## src/rtl/mem_access_controller.sv

```systemverilog
// MEM-stage sequencer: turns a one-cycle load/store intent into a req/ack
// transaction on a variable-latency data memory, stalling the pipeline meanwhile.
module mem_access_controller #(
  parameter int unsigned TIMEOUT_CYCLES = 16
) (
  input  logic        Clk,
  input  logic        Rst_n,
  input  logic        MemRead_MEM,
  input  logic        MemWrite_MEM,
  input  logic [31:0] ALU_Result_MEM,
  input  logic [31:0] Write_Data_MEM,
  output logic        Mem_Req,
  output logic        Mem_We,
  output logic [31:0] Mem_Addr,
  output logic [31:0] Mem_Wdata,
  input  logic        Mem_Ack,
  input  logic [31:0] Mem_Rdata,
  output logic [31:0] Read_Data_MEM,
  output logic        Stall_MEM,
  output logic        Bubble_WB,
  output logic        Timeout_Err
);

  localparam int unsigned DataW = 32;
  localparam int unsigned CntW  = 8;

  typedef enum logic [1:0] {
    IDLE   = 2'd0,
    ACCESS = 2'd1,
    DONE   = 2'd2
  } state_e;

  state_e            state_q, state_d;
  logic              req_q, req_d;
  logic              we_q, we_d;
  logic [DataW-1:0]  addr_q, addr_d;
  logic [DataW-1:0]  wdata_q, wdata_d;
  logic [DataW-1:0]  rdata_q, rdata_d;
  logic [CntW-1:0]   cnt_q, cnt_d;
  logic              err_q, err_d;
  logic              access_c;

  assign access_c = MemRead_MEM | MemWrite_MEM;

  // Next-state and datapath update
  always_comb begin
    state_d = state_q;
    req_d   = req_q;
    we_d    = we_q;
    addr_d  = addr_q;
    wdata_d = wdata_q;
    rdata_d = rdata_q;
    cnt_d   = cnt_q;
    err_d   = err_q;
    unique case (state_q)
      IDLE: begin
        if (access_c) begin
          addr_d  = ALU_Result_MEM;
          wdata_d = Write_Data_MEM;
          we_d    = MemWrite_MEM;
          req_d   = 1'b1;
          cnt_d   = '0;
          state_d = ACCESS;
        end
      end
      ACCESS: begin
        cnt_d = cnt_q + CntW'(1);
        // Ack takes precedence over a timeout landing in the same cycle
        if (Mem_Ack) begin
          if (!we_q) rdata_d = Mem_Rdata;
          req_d   = 1'b0;
          state_d = DONE;
        end else if (cnt_q == CntW'(TIMEOUT_CYCLES - 1)) begin
          err_d = 1'b1;
          if (!we_q) rdata_d = '0;
          req_d   = 1'b0;
          state_d = DONE;
        end
      end
      DONE: begin
        state_d = IDLE;
      end
      default: begin
        state_d = IDLE;
      end
    endcase
  end

  // State and output registers
  always_ff @(posedge Clk or negedge Rst_n) begin
    if (!Rst_n) begin
      state_q <= IDLE;
      req_q   <= 1'b0;
      we_q    <= 1'b0;
      addr_q  <= '0;
      wdata_q <= '0;
      rdata_q <= '0;
      cnt_q   <= '0;
      err_q   <= 1'b0;
    end else begin
      state_q <= state_d;
      req_q   <= req_d;
      we_q    <= we_d;
      addr_q  <= addr_d;
      wdata_q <= wdata_d;
      rdata_q <= rdata_d;
      cnt_q   <= cnt_d;
      err_q   <= err_d;
    end
  end

  // Stall is combinational so the access is held in the very cycle it is seen
  assign Stall_MEM     = Rst_n & (((state_q == IDLE) & access_c) | (state_q == ACCESS));
  assign Bubble_WB     = Stall_MEM;
  assign Mem_Req       = req_q;
  assign Mem_We        = we_q;
  assign Mem_Addr      = addr_q;
  assign Mem_Wdata     = wdata_q;
  assign Read_Data_MEM = rdata_q;
  assign Timeout_Err   = err_q;

endmodule
```

## config.mk

```make
export PLATFORM = sky130hd
export DESIGN_NAME = mem_access_controller
export DESIGN_NICKNAME = d
export VERILOG_FILES = /design/src/rtl/mem_access_controller.sv
export SDC_FILE = /design/constraint.sdc
export NUM_CORES = 1
export LEC_CHECK = 0
export CAP_MARGIN = 20
export CORE_UTILIZATION = 38
export DETAILED_ROUTE_END_ITERATION = 7
export GPL_ROUTABILITY_DRIVEN = 0
export GPL_TIMING_DRIVEN = 0
export MAX_ROUTING_LAYER = met4
export PLACE_DENSITY = 0.77
export SLEW_MARGIN = 20
export SYNTH_ARGS = -nofsm -noshare
export SYNTH_HDL_FRONTEND = slang
export SYNTH_SLANG_ARGS = --single-unit
export TNS_END_PERCENT = 50
```

## constraint.sdc

```tcl
create_clock -name Clk -period 1.6 [get_ports Clk]
set_input_delay 0.32 -clock Clk [delete_from_list [all_inputs] [get_ports Clk]]
set_output_delay 0.32 -clock Clk [all_outputs]
set_load 0.01 [all_outputs]
```

==> impl_results.md <==
* Outcome: finished, violations left
* Violated checks: negative hold slack, negative setup slack
* Min cycle time layout at between 2000 and 2500 ps
* CTS Buffer Depth at 2
* Critical-path cell list: or2_1 -> buf_6 -> nor2_8 -> buf_8 -> buf_12 -> o21a_4 -> buf_6 -> buf_6
* Relative slew slack at 68.5%
* Clock skew at approximately 4.9 ps
* Synth Cell Area at 4500 µm²
* Worst R2R Setup Slack at -80 ps
* # nets final at approximately 670
* Sequential element share of the synthesized area at 60.7%
* Ant diodes at 0
* Slew @ Worst Pin at approximately 470 ps
* Top cells by area, synth: dfrtp_1, mux2_2, a22oi_1
* Worst vdd ir at ~1.1 mV
* WS Path Type: flop to primary output
* Row count at 39
* CORE AREA at around 11000 µm²
* Clock-pin transition on the worst setup and hold timing paths at ~70 ps
* Clock root cell: clkbuf_16
* Pre-antenna DRT Iters at 4
* Layout area overhead at 64.2%
* H-Tree Level Count at 3
* Data required time of the worst path at between 1000 and 1500 ps
* Grt ovf at 0
* Post-synth top cells: dfrtp_1, mux2_2, inv_1
* Crit path arrival time at 1680 ps
* Hold Path Class: primary input to async pin
* Initial antenna violation count at 0
* Met1 usage at between 20 and 25%
* Final setup margin at -403 ps
* Largest stage delay, worst path at ~370 ps
* Crit path max fanout at 2
* Combinational fraction of design power at about half
* Async SR Flop Fraction at 100%
* Crit path capture type: primary output
* CP top delay family: buffers and inverters
* Pwr Density at around 1800 nW/µm²
* Top FF cell, synth: dfrtp_1
* Post-Synthesis Mean Instance Area at 13.3 µm²
* Register bit total from synthesis at around 110
* Vias in the first global route at 3708
* Synthesis warning total at 0
* CTS buffer count at 9
* GR Util met3 at around 4.3%
* CTS Sinks at about 110
* Worst skew pair latency at ~340 ps
* Vias per inst at just under 5
* # DRC at 0
* Fin crit share at 125%
* Area leader, netlist: dfrtp_1
* Hold slack final at -94.1 ps
* Yosys top cell area share at between 60% and 70%
* Clock power share at between 15 and 20%
* I/O pin total at slightly above 200
* Die footprint at approximately 12000 µm²
* Horiz. Die Dim at 111 µm
* Most Crowded Layer GR: met2
* R2r startpoint: state_q[1]
* Pwr Total at between 0.01 and 0.015 W
* Max stage delay cell, worst path: dfrtp_1
* Yosys cell types at 39
* RSZ-0062 raised after global routing: yes
* DR iter-0 viols at 70
* Fmax at roughly 500 MHz
* Lkg Pwr at roughly 3.4 nW
* DRT antenna net count at 0
* Final Hold Fails at 48
* Syn Nets at 440
* Final wirelength at between 10000 and 15000 µm
* Setup-failing EPs final at 85
* Largest net degree at the start of global routing at 62
* DP HPWL at 8000 µm
* Slew Viols, Final at 0
* R2r endpoint: Mem_Wdata[24]
* Sw power at 0.00418 W
* Startpoint Class: flop
* GRT Total Usage at approximately a fifth
* CP dominant cell by count: buf_6
* Via count at 3500
* Met2 usage at between 30% and 40%
* Count leader, synth: dfrtp_1
* Chip Height at approximately 110 µm
* Switching share of power at about a third
* Fin Setup TNS at -4540 ps
* Average routed wire per standard cell at between 15 and 20 µm
* Initial Util at between 30% and 40%
* Cells after Synth at 338
* Cell Int Power at roughly 0.009 W
* Seq pwr share at around a third
* Layout cell share with drive strength beyond 1 at 25.5%
* EDFF count, synth at 0
* PortBufs at around 200
* Worst path bufs/invs at 5
* CTS tree: built
* Global-route wire length before repair at between 15000 and 20000 µm
* Max cap viols at 0
* R2R depth at 7
-- worst register-to-register path, cell delays in order (launching register included) --
cell,delay (ps)
dfrtp_1,370
or2_1,260
buf_6,140
nor2_8,80
buf_8,110
buf_12,90
buf_4,190
mux2_4,320
-- worst max path at each step --
stage | from | to | slack [ps] | cells past startpoint
3_3_place_gp | Rst_n | Stall_MEM | -4150 | 4
3_5_place_dp | MemWrite_MEM | Stall_MEM | -1090 | 8
2_1_floorplan | state_q[1] | Stall_MEM | -120 | 7
6_report | state_q[1] | Stall_MEM | -400 | 8
4_1_cts | state_q[0] | Stall_MEM | -420 | 8
5_1_grt | state_q[1] | Stall_MEM | -480 | 8
-- placed cells by master, fill, tap and decap left out, types with 3 or more instances in the layout --
cell | Yosys | final
o21ai_1 | 5 | 20
a22oi_2 | 0 | 7
a22oi_1 | 32 | 25
mux2_4 | 6 | 6
buf_8 | 0 | 3
buf_4 | 8 | 10
o21ai_0 | 34 | 8
clkbuf_8 | 0 | 5
o21ai_2 | 0 | 11
dlygate4sd2_1 | 0 | 18
inv_1 | 35 | 35
mux2_2 | 59 | 59
clkbuf_16 | 0 | 9
clkdlybuf4s50_1 | 0 | 142
dfrtp_1 | 109 | 109
nand2_1 | 5 | 5
buf_2 | 6 | 3
dlymetal6s2s_1 | 0 | 38
buf_6 | 3 | 14
mux2i_1 | 5 | 5
-- power by group through the flow --
stage	logic [W]	clock network, W	registers [W]
after global routing	0.00691	0.00234	0.00481
after global placement	0.00608	0	0.00465
after CTS	0.00639	0.00225	0.00466
after detailed placement	0.00622	0	0.00472
final	0.00643	0.00219	0.00465
after floorplan	0.00253	0	0.00518
-- cells by family (layout without fill, tap and decap cells) --
logic type	count (synthesis)	in the layout	share of synthesized area, %
XOR/XNOR	1	1	0.195
AO/OA/AOI/OAI	79	80	11.4
AND/OR/NAND/NOR	22	22	3.23
multiplexers	70	70	17.9
adder cells (fa/ha/maj)	1	1	0.278
buffers and inverters	56	285	6.37
flip-flops	109	109	60.7
-- state kept, by name, summed over array words and instances, names as in the netlist --
signal and flops:
Mem_Addr 32, Mem_Wdata 32, Read_Data_MEM 32, cnt_q 8
state_q 2, Mem_Req 1, Mem_We 1, Timeout_Err 1
-- final cells by class --
class                      instances  area, µm²
clock buffer                      15        298
buffer                            20        204
timing repair buffer             215       2240
multi-input combinational        174       1610
sequential                       109       2730
fill                             879       4080
inverter                          35        131
tap                              143        179
-- per-layer routing --
metal	share of wire (%)	wire length, µm
met5	0	0
met4	1.3	150
met3	6.1	681
met2	51	5730
met1	42	4650
-- repair_timing --
action	CTS	global route
gates resized for setup	58	84
setup endpoints to repair	110	139
endpoints found under the hold margin	48	48
gates cloned	1	3
buffers inserted	8	2
pin swaps	7	6
-- metrics by stage --
| stage | setup WS (ps) | instances | util [%] | area (µm²) |
|---|---|---|---|---|
| floorplan | -123 | 338 | - | 4510 |
| global placement | -4150 | 682 | 58.4 | 6700 |
| detailed placement | -1090 | 683 | 58.7 | 6730 |
| CTS | -424 | 706 | 62.0 | 7110 |
| global route | -484 | 711 | 64.4 | 7390 |
| finish | -403 | 711 | 64.4 | 7390 |
No activity file was read; power rests on OpenSTA's default activity.
